[src/rtl/mem_port_arbiter_if.sv]
// Bus bundle for mem_port_arbiter: fetch (i_*), load/store (d_*) and memory (m_*) channels.
// The arbiter uses the slave view; the surrounding pipeline/memory side uses the master view.
interface mem_port_arbiter_if #(
  parameter int ADDR_BITS = 32,
  parameter int DATA_BITS = 32
);
  localparam int STRB_BITS = DATA_BITS / 8;

  logic                 i_avalid;
  logic [ADDR_BITS-1:0] i_addr;
  logic                 i_aready;
  logic                 i_flush;
  logic                 i_valid;
  logic [DATA_BITS-1:0] i_data;

  logic                 d_avalid;
  logic                 d_we;
  logic [ADDR_BITS-1:0] d_addr;
  logic [DATA_BITS-1:0] d_wdata;
  logic [STRB_BITS-1:0] d_wstrb;
  logic                 d_aready;
  logic                 d_valid;
  logic [DATA_BITS-1:0] d_rdata;

  logic                 m_avalid;
  logic                 m_we;
  logic [ADDR_BITS-1:0] m_addr;
  logic [DATA_BITS-1:0] m_wdata;
  logic [STRB_BITS-1:0] m_wstrb;
  logic                 m_aready;
  logic                 m_valid;
  logic [DATA_BITS-1:0] m_rdata;

  modport slave (
    input  i_avalid, i_addr, i_flush,
    output i_aready, i_valid, i_data,
    input  d_avalid, d_we, d_addr, d_wdata, d_wstrb,
    output d_aready, d_valid, d_rdata,
    output m_avalid, m_we, m_addr, m_wdata, m_wstrb,
    input  m_aready, m_valid, m_rdata
  );

  modport master (
    output i_avalid, i_addr, i_flush,
    input  i_aready, i_valid, i_data,
    output d_avalid, d_we, d_addr, d_wdata, d_wstrb,
    input  d_aready, d_valid, d_rdata,
    input  m_avalid, m_we, m_addr, m_wdata, m_wstrb,
    output m_aready, m_valid, m_rdata
  );
endinterface

[src/rtl/mem_port_arbiter.sv]
// Shares one single-ported memory bus between fetch (I) and load/store (D) with a single
// outstanding memory transaction; a fetch flush discards the in-flight instruction response.
module mem_port_arbiter #(
  parameter int ADDR_BITS  = 32,
  parameter int DATA_BITS  = 32,
  parameter int D_PRIORITY = 1
) (
  input  logic              clk,
  input  logic              rst_n,
  mem_port_arbiter_if.slave bus
);
  localparam int STRB_BITS = DATA_BITS / 8;

  localparam logic [1:0] IDLE   = 2'd0;
  localparam logic [1:0] WAIT_I = 2'd1;
  localparam logic [1:0] WAIT_D = 2'd2;
  localparam logic [1:0] DROP_I = 2'd3;

  localparam logic GRANT_I = 1'b0;
  localparam logic GRANT_D = 1'b1;

  logic [1:0] state_r;
  logic [1:0] state_nxt_s;
  logic       last_grant_r;
  logic       last_grant_nxt_s;
  logic       grant_s;
  logic       req_s;
  logic       accept_s;

  // Pick the requester that owns the bus this cycle (only meaningful in IDLE)
  always_comb begin
    grant_s = GRANT_I;
    if (bus.d_avalid && bus.i_avalid) begin
      if (D_PRIORITY != 0) begin
        grant_s = GRANT_D;
      end else begin
        grant_s = ~last_grant_r;
      end
    end else if (bus.d_avalid) begin
      grant_s = GRANT_D;
    end else begin
      grant_s = GRANT_I;
    end
  end

  // Address phase is only open in IDLE; rst_n gating keeps the bus quiet while reset is held
  assign req_s    = rst_n && (state_r == IDLE) && (bus.i_avalid || bus.d_avalid);
  assign accept_s = req_s && bus.m_aready;

  // Memory-side payload mux and requester handshakes
  always_comb begin
    bus.m_avalid = req_s;
    bus.i_aready = accept_s && (grant_s == GRANT_I);
    bus.d_aready = accept_s && (grant_s == GRANT_D);
    if (req_s && (grant_s == GRANT_D)) begin
      bus.m_we    = bus.d_we;
      bus.m_addr  = bus.d_addr;
      bus.m_wdata = bus.d_wdata;
      bus.m_wstrb = bus.d_wstrb;
    end else if (req_s) begin
      bus.m_we    = 1'b0;
      bus.m_addr  = bus.i_addr;
      bus.m_wdata = {DATA_BITS{1'b0}};
      bus.m_wstrb = {STRB_BITS{1'b0}};
    end else begin
      bus.m_we    = 1'b0;
      bus.m_addr  = {ADDR_BITS{1'b0}};
      bus.m_wdata = {DATA_BITS{1'b0}};
      bus.m_wstrb = {STRB_BITS{1'b0}};
    end
  end

  // Response routing: a flush in the same cycle as the response suppresses the fetch pulse
  always_comb begin
    bus.i_valid = rst_n && (state_r == WAIT_I) && bus.m_valid && !bus.i_flush;
    bus.d_valid = rst_n && (state_r == WAIT_D) && bus.m_valid;
    bus.i_data  = bus.m_rdata;
    bus.d_rdata = bus.m_rdata;
  end

  // Transaction FSM and round-robin history
  always_comb begin
    state_nxt_s      = state_r;
    last_grant_nxt_s = last_grant_r;
    case (state_r)
      IDLE: begin
        if (accept_s) begin
          state_nxt_s      = (grant_s == GRANT_D) ? WAIT_D : WAIT_I;
          last_grant_nxt_s = grant_s;
        end else begin
          state_nxt_s = IDLE;
        end
      end
      WAIT_I: begin
        if (bus.m_valid) begin
          state_nxt_s = IDLE;
        end else if (bus.i_flush) begin
          state_nxt_s = DROP_I;
        end else begin
          state_nxt_s = WAIT_I;
        end
      end
      WAIT_D: begin
        if (bus.m_valid) begin
          state_nxt_s = IDLE;
        end else begin
          state_nxt_s = WAIT_D;
        end
      end
      DROP_I: begin
        if (bus.m_valid) begin
          state_nxt_s = IDLE;
        end else begin
          state_nxt_s = DROP_I;
        end
      end
      default: begin
        state_nxt_s = IDLE;
      end
    endcase
  end

  // State registers
  always_ff @(posedge clk or negedge rst_n) begin
    if (!rst_n) begin
      state_r      <= IDLE;
      last_grant_r <= GRANT_D;
    end else begin
      state_r      <= state_nxt_s;
      last_grant_r <= last_grant_nxt_s;
    end
  end
endmodule

[src/flat_wrapper.sv]
// flat-port wrapper written by rule: the top's interface ports become plain ports
module mem_port_arbiter_flat 
#(
  parameter int ADDR_BITS  = 32,
  parameter int DATA_BITS  = 32,
  parameter int D_PRIORITY = 1
)
  (clk, rst_n, bus_i_avalid, bus_i_addr, bus_i_flush, bus_i_aready, bus_i_valid, bus_i_data, bus_d_avalid, bus_d_we, bus_d_addr, bus_d_wdata, bus_d_wstrb, bus_d_aready, bus_d_valid, bus_d_rdata, bus_m_avalid, bus_m_we, bus_m_addr, bus_m_wdata, bus_m_wstrb, bus_m_aready, bus_m_valid, bus_m_rdata);
  mem_port_arbiter_if #(.ADDR_BITS(ADDR_BITS), .DATA_BITS(DATA_BITS)) bus_i ();
  input  logic clk;
  input  logic rst_n;
  input wire logic [$bits(bus_i.i_avalid)-1:0] bus_i_avalid;
  input wire logic [$bits(bus_i.i_addr)-1:0] bus_i_addr;
  input wire logic [$bits(bus_i.i_flush)-1:0] bus_i_flush;
  output wire logic [$bits(bus_i.i_aready)-1:0] bus_i_aready;
  output wire logic [$bits(bus_i.i_valid)-1:0] bus_i_valid;
  output wire logic [$bits(bus_i.i_data)-1:0] bus_i_data;
  input wire logic [$bits(bus_i.d_avalid)-1:0] bus_d_avalid;
  input wire logic [$bits(bus_i.d_we)-1:0] bus_d_we;
  input wire logic [$bits(bus_i.d_addr)-1:0] bus_d_addr;
  input wire logic [$bits(bus_i.d_wdata)-1:0] bus_d_wdata;
  input wire logic [$bits(bus_i.d_wstrb)-1:0] bus_d_wstrb;
  output wire logic [$bits(bus_i.d_aready)-1:0] bus_d_aready;
  output wire logic [$bits(bus_i.d_valid)-1:0] bus_d_valid;
  output wire logic [$bits(bus_i.d_rdata)-1:0] bus_d_rdata;
  output wire logic [$bits(bus_i.m_avalid)-1:0] bus_m_avalid;
  output wire logic [$bits(bus_i.m_we)-1:0] bus_m_we;
  output wire logic [$bits(bus_i.m_addr)-1:0] bus_m_addr;
  output wire logic [$bits(bus_i.m_wdata)-1:0] bus_m_wdata;
  output wire logic [$bits(bus_i.m_wstrb)-1:0] bus_m_wstrb;
  input wire logic [$bits(bus_i.m_aready)-1:0] bus_m_aready;
  input wire logic [$bits(bus_i.m_valid)-1:0] bus_m_valid;
  input wire logic [$bits(bus_i.m_rdata)-1:0] bus_m_rdata;
  assign bus_i.i_avalid = bus_i_avalid;
  assign bus_i.i_addr = bus_i_addr;
  assign bus_i.i_flush = bus_i_flush;
  assign bus_i_aready = bus_i.i_aready;
  assign bus_i_valid = bus_i.i_valid;
  assign bus_i_data = bus_i.i_data;
  assign bus_i.d_avalid = bus_d_avalid;
  assign bus_i.d_we = bus_d_we;
  assign bus_i.d_addr = bus_d_addr;
  assign bus_i.d_wdata = bus_d_wdata;
  assign bus_i.d_wstrb = bus_d_wstrb;
  assign bus_d_aready = bus_i.d_aready;
  assign bus_d_valid = bus_i.d_valid;
  assign bus_d_rdata = bus_i.d_rdata;
  assign bus_m_avalid = bus_i.m_avalid;
  assign bus_m_we = bus_i.m_we;
  assign bus_m_addr = bus_i.m_addr;
  assign bus_m_wdata = bus_i.m_wdata;
  assign bus_m_wstrb = bus_i.m_wstrb;
  assign bus_i.m_aready = bus_m_aready;
  assign bus_i.m_valid = bus_m_valid;
  assign bus_i.m_rdata = bus_m_rdata;
  mem_port_arbiter #(.ADDR_BITS(ADDR_BITS), .DATA_BITS(DATA_BITS), .D_PRIORITY(D_PRIORITY)) u_core (.clk(clk), .rst_n(rst_n), .bus(bus_i));
endmodule
[config.mk]
export PLATFORM = sky130hd
export DESIGN_NAME = mem_port_arbiter_flat
export DESIGN_NICKNAME = d
export VERILOG_FILES = /design/src/rtl/mem_port_arbiter_if.sv /design/src/rtl/mem_port_arbiter.sv /design/src/flat_wrapper.sv
export SDC_FILE = /design/constraint.sdc
export NUM_CORES = 1
export LEC_CHECK = 0
export BUFFER_PORTS_ARGS = -buffer_cell sky130_fd_sc_hd__buf_4
export CAP_MARGIN = 10
export CORE_AREA = 2 2 109 111
export DETAILED_ROUTE_END_ITERATION = 8
export DIE_AREA = 0 0 111 113
export PLACE_DENSITY = 0.52
export SYNTH_ARGS = -nofsm -noshare
export SYNTH_HDL_FRONTEND = slang
export SYNTH_SLANG_ARGS = --single-unit
[constraint.sdc]
create_clock -name clk -period 2 [get_ports clk]
set_clock_uncertainty 0.1 [all_clocks]
set_input_delay 0.3 -clock clk [delete_from_list [all_inputs] [get_ports clk]]
set_output_delay 0.3 -clock clk [all_outputs]
set_load 0.05 [all_outputs]
### Word-level counts from Yosys, hierarchy flattened

Index checks and enable logic that the tools add are counted.
W data, S select, Z words.

* eq/ne operators: 3
* muxes and demuxes: 14
* bitwise logic cells: 1
* reduce and logical (&&, ||, !) cells: 15

Operator list (number)
* $mux W32: 3
* $logic_and A1 B1 Y1: 12
* $mux W2: 6
* $pmux W2 S4: 1
* $eq A2 B2 Y1 const B: 2
* $mux W4: 1
* $mux W1: 3
* $eq A2 B1 Y1 const B: 1
* $logic_not A2 Y1: 1
* $logic_not A1 Y1: 1
* $logic_or A1 B1 Y1: 1
* $not A1 Y1: 1

* register bits: 2
* bits of input ports: 140
* output and inout port bits: 138
* word-level logic and storage cells: 34

### Longest topological paths before layout

Gate-level depths: netlist (run 1).

* depth in word-level cells: 6
* gate-level depth with buffers: 5

### Worst setup path after synthesis (run 1)

OpenSTA, ideal clock, no wires.

* path kind: reg2out
* start point: register u_core.state_r[1]
* end point: output port bus_m_addr[0]
* data arrival time: 2.009 ns
* required time: 1.600 ns
* setup slack: -0.409 ns
* cell stages (with the launch flop): 4
* path buffers: 1
* cells stage by stage: dfrtp_1 -> or3b_1 -> buf_6 -> nor3_1

* cells in the longest elaborated chain, start to end: 5
* elaborated cells on any way between the ends: 6
* those cells by class: mux: 2; reduce/logical: 4

RTL lines
* start, declared: RTL line mem_port_arbiter.sv:22 `logic [1:0] state_r;`
* start signal, assigned: RTL line mem_port_arbiter.sv:129 `state_r <= state_nxt_s;`
* $logic_not A2 Y1 (*): RTL line mem_port_arbiter.sv:47 `assign req_s = rst_n && (state_r == IDLE) && (bus.i_avalid || bus.d_avalid);`
* $logic_and A1 B1 Y1 (*) (2 in series): RTL line mem_port_arbiter.sv:47
* $mux W32 / $logic_and A1 B1 Y1 (equally long branches): RTL line mem_port_arbiter.sv:60, mem_port_arbiter.sv:55
* $mux W32 (*): RTL line mem_port_arbiter.sv:55 `if (req_s && (grant_s == GRANT_D)) begin`
* end, declared: RTL line flat_wrapper.sv:28 `output wire logic [$bits(bus_i.m_addr)-1:0] bus_m_addr;`

Every way passes the cells marked *; elsewhere a longest branch is shown, timed or not.

### Worst setup path after layout (run 1)

* start point: register u_core.state_r[1]
* end point: output port bus_m_addr[9]

The elaborated chain is that of the path after synthesis.

==> flow_summary.json, run 1 <==
{
  "status": "finished, violations left",
  "violations": "negative hold slack, negative setup slack",
  "grt_antenna_before_repair": 0,
  "grt_overflow": 0,
  "ys_ff_latch": 2,
  "setup_slack_ns": -0.0746,
  "p_leak_nw": 1.72,
  "slowest_stage": "or3b_4",
  "post-place-cells": 448,
  "clockRootBuffer": "clkbuf_16",
  "slowest_delay_ns": 0.43,
  "pwr_density_cell_nw_per_um2": 422,
  "die_width_um": 111,
  "final_hold_viol_count": 2,
  "worst-path-max-fanout": 6,
  "syn2layout_area_growth_pct": 126,
  "groute.usage.overall_pct": 9.51,
  "largestRegisters": "u_core.state_r: 2 flops",
  "drv_cap": 0,
  "netlist.area_leader.share_pct": 30.7,
  "clock.fmax_ghz": 0.482,
  "initial_core_util_pct": 14.3,
  "grt_max_degree": 39,
  "drc": 0,
  "worstSetupPathType": "register to output port",
  "viasPerCell": 3.95,
  "wl_um": 7410,
  "post-route-util_pct": 32.4,
  "final_net_count": 462,
  "synth_area_leader_cell": "buf_4",
  "htree_levels": 1,
  "hold_path_class": "input port to asynchronous set/reset pin",
  "dr.pass1.iters": 2,
  "crit_family": "simple AND/OR/NAND/NOR gates",
  "syn_area_per_cell_um2": 8.25,
  "netlist_area_um2": 1620,
  "grt_pass1_vias": 1816,
  "required_ns": 1.60,
  "seqCellArea_um2": 50.0,
  "num_io_pins": 278,
  "post-route-min-period_ns": 2.07,
  "die-height_um": 113,
  "yosysMostFrequentCell": "buf_4",
  "ys.flop_type": "dfrtp_1",
  "finalMaxSlewViolations": 0,
  "hold_slack_ns": -0.228,
  "synth_fp_nets": 336,
  "cts_buffers": 3,
  "largest_reg_flops": 2,
  "rsz0062_at_grt": "yes",
  "synthArstFlopShare_pct": 100,
  "finalCritPeriodShare_pct": 104,
  "ant_nets": 0,
  "worstSetupStartpointType": "register",
  "max-vdd-ir-drop_v": 0.000199,
  "crit_buf_inv": 3,
  "cts_tree": "built",
  "core_um2": 11300,
  "ys_top_cells_by_count": "buf_4, and2_1, mux2i_1, nor3_2, buf_2",
  "synth_edf_count": 0,
  "route.vias.total": 1828,
  "clk_pin_slew_ns": 0.03,
  "drive_gt1_share_pct": 85.3,
  "n_fill_cell": 1149,
  "fp-row-count": 39,
  "setup_viol": 63,
  "crit_chain": "or3b_4 -> buf_12 -> buf_16 -> nor3_4 -> buf_6",
  "yosys-top-cells-area": "buf_4, mux2i_1, nor3_2, and2_1, dfrtp_1",
  "clock_sinks": 2,
  "post_drt_wl_per_cell_um": 16.0,
  "cts_max_path_buffers": 2,
  "synth_cell_types": 23,
  "synthCells": 196,
  "fin_cells": 463,
  "largest-register": "u_core.state_r",
  "synth-seq-area-share_pct": 3.10,
  "worst_slew_pin_slew_ns": 0.376,
  "end_kind": "output port",
  "dieArea_um2": 12500,
  "yosys_warnings": 0,
  "gp_congestion": 0.759,
  "r2r_slack_ns": 0.58,
  "initialDrtViolationCount": 60,
  "relSlewSlack_pct": 74.2,
  "multi_input_area_um2": 1270,
  "antenna_cells": 0,
  "clock_latency_ns": 0.22,
  "cp.arrival_ns": 1.67,
  "hpwl_um": 4950,
  "grt_pass1_wl_um": 9670,
  "io_buffers": 181
}
## power by group
| part | internal (W) | total (W) | leakage, nW | switching, W |
|---|---|---|---|---|
| registers | 0.0000443 | 0.0000463 | 0.0267 | 0.00000203 |
| logic | 0.000555 | 0.00120 | 1.66 | 0.000643 |
| clock network | 0.000254 | 0.000299 | 0.0370 | 0.0000443 |
## final cells by class
class | instances | area share, %
inverters | 1 | 0.103
repair buffers | 200 | 56.9
multi-input cells | 114 | 34.7
clock buffers | 3 | 2.05
well taps | 143 | 4.89
flip-flops and latches | 2 | 1.37
## per-stage QoR
step	TNS (ns)	worst slack, ns	total power [W]	instance area [µm²]
floorplan	-1.64	-0.409	0.00101	1790
global placement	0	0.126	0.000988	2830
detailed placement	0	0.0950	0.000996	2830
CTS	-0.821	-0.0892	0.00145	3260
global route	-5.43	-0.126	0.00161	3660
finish	-1.65	-0.0746	0.00154	3660
## layer usage
metal,vias up,track usage (%),part of all wire (%)
met5,-,0,0
met4,0,2.75,1.8
met3,23,3.43,9.6
met2,124,18.3,56
met1,833,9.61,32
li1,848,-,-
## logic make-up (layout without fill, tap and decap cells)
kind of cell,Yosys count,count (layout),synth area share (%)
simple gates,79,79,38.1
mux,32,32,19.8
buf+inv,80,204,37.6
compound gates,3,3,1.39
flops,2,2,3.10
## worst register-to-register path, stage by stage, from the launching register on
cell     delay [ns]
dfrtp_1        0.37
or3b_4         0.43
buf_6          0.17
o32ai_1        0.25
## worst paths after layout
path / startpoint / to / cells after the start
setup / recovery: u_core.state_r[1] / bus_m_addr[9] / 5
hold / removal: rst_n / u_core.state_r[0] / 1
setup reg to reg: u_core.state_r[1] / u_core.state_r[0] / 3
hold reg to reg: u_core.state_r[1] / u_core.state_r[1] / 3
max in group asynchronous: rst_n / u_core.state_r[1] / 1
min in group clk: bus_m_valid / u_core.state_r[1] / 2
## cell usage in the layout, fill, tap and decap left out
master	netlist	layout
or3b_4	0	1
buf_6	1	43
nand2_1	1	1
nand4b_1	1	1
and4bb_4	0	1
and2_4	0	32
buf_4	66	113
and4_2	1	1
inv_1	1	1
nor2_1	3	1
dfrtp_1	2	2
o2bb2ai_1	1	1
nor2_2	0	1
o32ai_1	1	1
mux2i_1	32	32
clkbuf_16	0	5
and2_1	38	6
nor3_4	2	33
buf_16	0	3
a21oi_1	1	1
nor2_4	0	1
buf_8	1	33
buf_12	2	6
## repair_timing
item,4_1_cts,5_1_grt
resized for setup,54,101
gates cloned,4,4
buffers inserted,4,1
hold endpoints to repair,2,2
setup endpoints to repair,34,72
pin swaps,29,17
(Power assumes the default switching activity.)
==> inputs of run 2 (changes only) <==
--- a/config.mk
+++ b/config.mk
@@ -5,11 +5,12 @@
 export SDC_FILE = /design/constraint.sdc
 export NUM_CORES = 1
 export LEC_CHECK = 0
+export ABC_AREA = 1
 export BUFFER_PORTS_ARGS = -buffer_cell sky130_fd_sc_hd__buf_4
 export CAP_MARGIN = 10
-export CORE_AREA = 2 2 109 111
+export CORE_AREA = 2 2 108 110
 export DETAILED_ROUTE_END_ITERATION = 8
-export DIE_AREA = 0 0 111 113
+export DIE_AREA = 0 0 110 112
 export PLACE_DENSITY = 0.52
 export SYNTH_ARGS = -nofsm -noshare
 export SYNTH_HDL_FRONTEND = slang
==> run 2 against run 1 <==
Net effect:
- register-to-register slack improved by 0.30 ns
- clock power is essentially flat
- global-route usage grew 0.13 points
- the flow now finishes without violations
- sequential power rose by 20%
- total power fell by 17%
- die area fell by 1.8%
- maximum frequency is 8.9% higher
- highest routed layer unchanged
- utilization shrank 8.1 points
- cell area decreased by 25%
- critical endpoint is now bus_m_addr[0]
- worst hold slack improved by 0.54 ns
==> flow_summary.json, run 2 <==
{
  "status": "finished clean",
  "preCtsSetupSlack_ns": 0.315,
  "max-vdd-ir-drop_v": 0.000204,
  "synth_fa_ha_area_share_pct": 0,
  "finalMaxSlewViolations": 0,
  "synthCells": 277,
  "p_clk_share_pct": 23.2,
  "synth-seq-area-share_pct": 3.12,
  "synth_edf_count": 0,
  "clock_sinks": 2,
  "htree_levels": 1,
  "synthSimpleGateAreaFrac_pct": 32.9,
  "synthArstFlopShare_pct": 100,
  "largestRegisters": "u_core.state_r: 2 flops",
  "drc": 0,
  "crit_family": "flip-flops",
  "place_area_um2": 2630,
  "viasPerCell": 3.70,
  "ant_nets": 0,
  "setup-tns-final_ns": 0,
  "layout_commonest_cell": "buf_4",
  "fin_cells": 535,
  "relSlewSlack_pct": 83.3,
  "fin_area_um2": 2730,
  "cts_tree": "built",
  "crit_chain": "nor2_4 -> nand3_4 -> buf_12 -> a21oi_1 -> buf_4",
  "power.switching_w": 0.000641,
  "synth_cell_types": 18,
  "drive_gt1_share_pct": 61.0,
  "setup_slack_ns": 0.0951,
  "pwr_density_cell_nw_per_um2": 471,
  "p_leak_nw": 1.56,
  "post-place-cells": 531,
  "die_width_um": 110,
  "seqCellArea_um2": 52.6,
  "cts_buffers": 3,
  "largest-register": "u_core.state_r",
  "num_io_pins": 278,
  "hpwl_um": 5530,
  "post-route-util_pct": 24.4,
  "core_um2": 11200,
  "final_hold_viol_count": 0,
  "clock_latency_ns": 0.22,
  "groute.usage.overall_pct": 9.64,
  "cts_max_path_buffers": 2,
  "required_ns": 1.60,
  "initialDrtViolationCount": 82,
  "io_buffers": 181,
  "synth-compound-area-share_pct": 16.9,
  "synth_area_leader_cell": "buf_4",
  "internal-power_w": 0.000642,
  "p_sw_share_pct": 49.9,
  "worstSetupStartpointType": "register",
  "yosys_warnings": 0,
  "slowest_delay_ns": 0.43,
  "finalCritPeriodShare_pct": 95.2,
  "post_cts_buffers": 0,
  "gp_congestion": 0.730,
  "clockRootBuffer": "clkbuf_16",
  "grt_antenna_before_repair": 0,
  "yosys-top-cells-area": "buf_4, nand2_1, a21oi_2, inv_1, nor2_1",
  "netlist_area_um2": 1600,
  "clk_pin_slew_ns": 0.03,
  "synth_top_family_by_area": "buffers and inverters",
  "post_drt_wl_per_cell_um": 12.1,
  "synthMuxAreaShare_pct": 0,
  "hold_path_class": "input port to register",
  "synth_fp_nets": 417,
  "worst_slew_pin_slew_ns": 0.250,
  "die-height_um": 112,
  "netlist.area_leader.share_pct": 30.0,
  "cp.arrival_ns": 1.50,
  "final_net_count": 534,
  "ys.flop_type": "dfrtp_1",
  "multi_input_area_um2": 807,
  "dieArea_um2": 12300,
  "clock.fmax_ghz": 0.525,
  "syn_area_per_cell_um2": 5.79,
  "grt_overflow": 0,
  "end_kind": "output port",
  "worst-path-max-fanout": 25,
  "setup_viol": 0,
  "grt_pass1_wl_um": 9270,
  "ys_top_cells_by_count": "nand2_1, buf_4, inv_1, nor2_1, a21oi_2",
  "wl_um": 6470,
  "grt_max_degree": 38,
  "comb_power_share_pct": 72.5,
  "synthXorXnorAreaFrac_pct": 0,
  "antenna_cells": 0,
  "layout_common_cells": "buf_4, nand2_1, inv_1, nor2_1, a21oi_2",
  "drv_cap": 0,
  "grt_pass1_vias": 2009,
  "dr.pass1.iters": 4,
  "crit_buf_inv": 2,
  "seqPwrFrac_pct": 4.3,
  "ys_ff_latch": 2,
  "n_fill_cell": 1264,
  "worstSetupPathType": "register to output port",
  "slowest_stage": "dfrtp_2",
  "route.vias.total": 1979,
  "post-route-min-period_ns": 1.90,
  "rsz0062_at_grt": "no",
  "initial_core_util_pct": 14.3,
  "fp-row-count": 39,
  "largest_reg_flops": 2,
  "syn2layout_area_growth_pct": 70.0,
  "yosysMostFrequentCell": "nand2_1"
}
[run 2: cell count changes after synthesis, sizes merged, moves of 3 or more]
cell    before  now
nor2         3   42
clkbuf       3    0
nand2        1   71
nand3        0    6
a21oi        1   32
inv          1   44
mux2i       32    0
nor3        33    1
and2        38    0
[run 2: what timing repair did]
item | in CTS | in global routing
hold buffers | 1 | 0
hold endpoints to repair | 2 | 0
setup endpoints to repair | 0 | 2
resized for setup | 0 | 3
[run 2: power by group through the flow]
stage / clock network (W) / registers (W) / logic, W
floorplan: 0 / 0.0000538 / 0.000927
global placement: 0 / 0.0000544 / 0.000935
detailed placement: 0 / 0.0000549 / 0.000939
CTS: 0.000304 / 0.0000546 / 0.000943
global route: 0.000309 / 0.0000573 / 0.000994
finish: 0.000297 / 0.0000556 / 0.000930
[run 2: per-layer routing]
| metal | global-route usage, % | vias up | share of wire [%] |
|---|---|---|---|
| li1 | - | 983 | - |
| met1 | 9.51 | 840 | 34 |
| met2 | 18.0 | 138 | 50 |
| met3 | 3.86 | 18 | 14 |
| met4 | 2.87 | 0 | 1.8 |
| met5 | 0 | - | 0 |
[run 2: final timing paths]
| kind | start | endpoint | slack [ns] | depth (start not counted) |
|---|---|---|---|---|
| worst max-delay path | u_core.state_r[0] | bus_m_addr[0] | 0.1 | 5 |
| worst min-delay path | bus_m_aready | u_core.state_r[1] | 0.31 | 3 |
| worst max register to register | u_core.state_r[0] | u_core.state_r[0] | 0.88 | 3 |
| worst min register to register | u_core.state_r[0] | u_core.state_r[0] | 0.52 | 2 |
| max in group asynchronous | rst_n | u_core.state_r[1] | 1.26 | 2 |
| min in group asynchronous | rst_n | u_core.state_r[0] | 0.40 | 2 |
[run 2: kinds of logic after synthesis]
group | after synthesis
AO/OA/AOI/OAI | 33
flip-flops | 2
AND/OR/NAND/NOR | 121
buffers and inverters | 121
[run 2: worst min-delay path: stages]
cell     delay (ns)
buf_4          0.12
nand4_1        0.11
nand2_1        0.06
[run 2: final cells by class]
class | count | area share (%)
Multi-Input combinational cell | 154 | 29.6
Clock buffer | 3 | 2.75
Tap cell | 143 | 6.57
Inverter | 44 | 6.06
Sequential cell | 2 | 1.93
Timing Repair Buffer | 189 | 53.1
[run 2: stage by stage]
step | hold WS, ns | total power [W]
5_1_grt | 0.331 | 0.00136
4_1_cts | 0.324 | 0.00130
3_3_place_gp | 0.0229 | 0.000989
6_report | 0.307 | 0.00128
2_1_floorplan | -0.0956 | 0.000981
3_5_place_dp | 0.0257 | 0.000994
==> inputs of run 3 (changes only) <==
==> constraint.sdc (replaced) <==
create_clock -name clk -period 2 [get_ports clk]
set_clock_uncertainty 0.1 [all_clocks]
set_input_delay 0.3 -clock clk [delete_from_list [all_inputs] [get_ports clk]]
set_output_delay 0.3 -clock clk [all_outputs]
set_load 0.1 [all_outputs]
==> run 3 against run 2 <==
Net effect:
- final cell count is 1.5% higher
- worst hold slack got worse by 0.0071 ns
- global-route usage rose by 0.50 points
- critical path depth unchanged
- via count is 4.5% higher
- clock power about the same
- largest power group unchanged
==> flow_summary.json, run 3 (synthesized netlist as in run 2, its figures left out) <==
{
  "layout_commonest_cell": "buf_4",
  "p_clk_share_pct": 14.3,
  "grt_pass1_wl_um": 9960,
  "internal-power_w": 0.000923,
  "drive_gt1_share_pct": 69.0,
  "largest-register": "u_core.state_r",
  "setup-tns-final_ns": 0,
  "reg2reg_depth": 5,
  "dieArea_um2": 12300,
  "cts_tree": "built",
  "p_leak_nw": 1.84,
  "cp.arrival_ns": 1.58,
  "hold_path_depth": 3,
  "fin_cells": 543,
  "clock_latency_ns": 0.22,
  "largest_reg_flops": 2,
  "relSlewSlack_pct": 73.9,
  "post-route-min-period_ns": 1.98,
  "viasPerCell": 3.81,
  "dr.pass1.iters": 5,
  "status": "finished clean",
  "hold_path_class": "input port to register",
  "rsz0062_at_grt": "yes",
  "grt_antenna_before_repair": 0,
  "initial_core_util_pct": 14.3,
  "finalCritPeriodShare_pct": 98.8,
  "core_um2": 11200,
  "post-place-cells": 536,
  "min_from": "bus_m_aready",
  "seqPwrFrac_pct": 2.6,
  "ant_nets": 0,
  "required_ns": 1.60,
  "n_fill_cell": 1121,
  "p_sw_share_pct": 55.8,
  "final_net_count": 542,
  "gp_congestion": 0.727,
  "wl_um": 7000,
  "worstSetupPathType": "register to output port",
  "grt_pass1_vias": 2085,
  "syn2layout_area_growth_pct": 151,
  "comb_power_share_pct": 83.2,
  "seqCellArea_um2": 52.6,
  "hold_slack_ns": 0.300,
  "power.switching_w": 0.00116,
  "groute.usage.overall_pct": 10.1,
  "clockRootBuffer": "clkbuf_16",
  "pwr_density_cell_nw_per_um2": 519,
  "initialDrtViolationCount": 52,
  "cts_buffers": 3,
  "max-vdd-ir-drop_v": 0.000282,
  "multi_input_area_um2": 1270,
  "clock_sinks": 2,
  "worst-path-max-fanout": 12,
  "hpwl_um": 5340,
  "r2r-end": "u_core.state_r[0]",
  "die_width_um": 110,
  "layout_common_cells": "buf_4, nand2_1, buf_12, inv_1, nor2_4",
  "largestRegisters": "u_core.state_r: 2 flops",
  "finalMaxSlewViolations": 0,
  "io_buffers": 181,
  "die-height_um": 112,
  "grt_max_degree": 35,
  "cts_max_path_buffers": 2,
  "clock.fmax_ghz": 0.506,
  "worst_slew_pin_slew_ns": 0.392,
  "setup_viol": 0,
  "num_io_pins": 278,
  "clk_pin_slew_ns": 0.03,
  "end_kind": "output port",
  "worstSetupStartpointType": "register",
  "hold_end": "u_core.state_r[1]",
  "drc": 0,
  "htree_levels": 1,
  "r2r_slack_ns": 0.62,
  "fp-row-count": 39,
  "route.vias.total": 2068,
  "r2r_start": "u_core.state_r[1]",
  "final_hold_viol_count": 0,
  "drv_cap": 0,
  "grt_overflow": 0,
  "antenna_cells": 0,
  "post_drt_wl_per_cell_um": 12.9
}
==> run 3: timing repair <==
action | CTS | global route
buffers inserted | 2 | 0
endpoints found under the hold margin | 2 | 0
resized for setup | 75 | 111
hold buffers | 1 | 0
pin swaps | 1 | 1
cloned | 1 | 0
endpoints found under the setup margin | 53 | 64
==> run 3: power groups by stage <==
stage | registers (W) | clock network (W) | logic, W
final | 0.0000533 | 0.000298 | 0.00174
after CTS | 0.0000535 | 0.000304 | 0.00159
after floorplan | 0.0000538 | 0 | 0.00168
after global routing | 0.0000541 | 0.000310 | 0.00180
after detailed placement | 0.0000559 | 0 | 0.00147
after global placement | 0.0000551 | 0 | 0.00146
==> run 3: area by class of cell <==
class	instances	area share, %
inverter	44	4.10
tap	143	4.44
clock buffer	3	1.86
sequential	2	1.30
multi-input combinational	154	31.4
timing repair buffer	197	56.9
==> run 3: worst max-delay path, cell delays in order, from the launching register on <==
cell	delay (ns)
dfrtp_2	0.42
nor2_4	0.15
nand3_4	0.11
bufbuf_16	0.32
a21oi_4	0.15
buf_12	0.19
==> run 3: routing by layer <==
metal  vias up  part of all wire [%]  GRT usage (%)
met5         -                     0              0
met4         0                  0.84           1.94
met3        10                   8.9           1.52
met2       120                    58           20.6
met1       938                    33           10.6
li1       1000                     -              -
==> run 3: how the worst max path moves through the flow <==
stage	cells after the start	slack, ns	start	end
2_1_floorplan	3	-0.62	u_core.state_r[1]	bus_m_addr[0]
3_3_place_gp	8	0.01	bus_d_avalid	bus_i_aready
3_5_place_dp	8	-0.01	bus_d_avalid	bus_m_addr[28]
4_1_cts	5	0.0002	u_core.state_r[0]	bus_m_addr[7]
5_1_grt	5	-0.03	u_core.state_r[1]	bus_m_addr[16]
6_report	5	0.02	u_core.state_r[1]	bus_m_addr[9]
==> run 3: metrics by stage <==
step                      worst slack [ns]  total power, W  util, %  area, µm²
after floorplan                     -0.616         0.00174        -       2040
after global placement              0.0106         0.00151     28.0       3130
after detailed placement           -0.0149         0.00152     28.0       3130
after CTS                         0.000163         0.00195     31.7       3550
after global routing               -0.0334         0.00217     36.0       4030
final                               0.0234         0.00209     36.0       4030
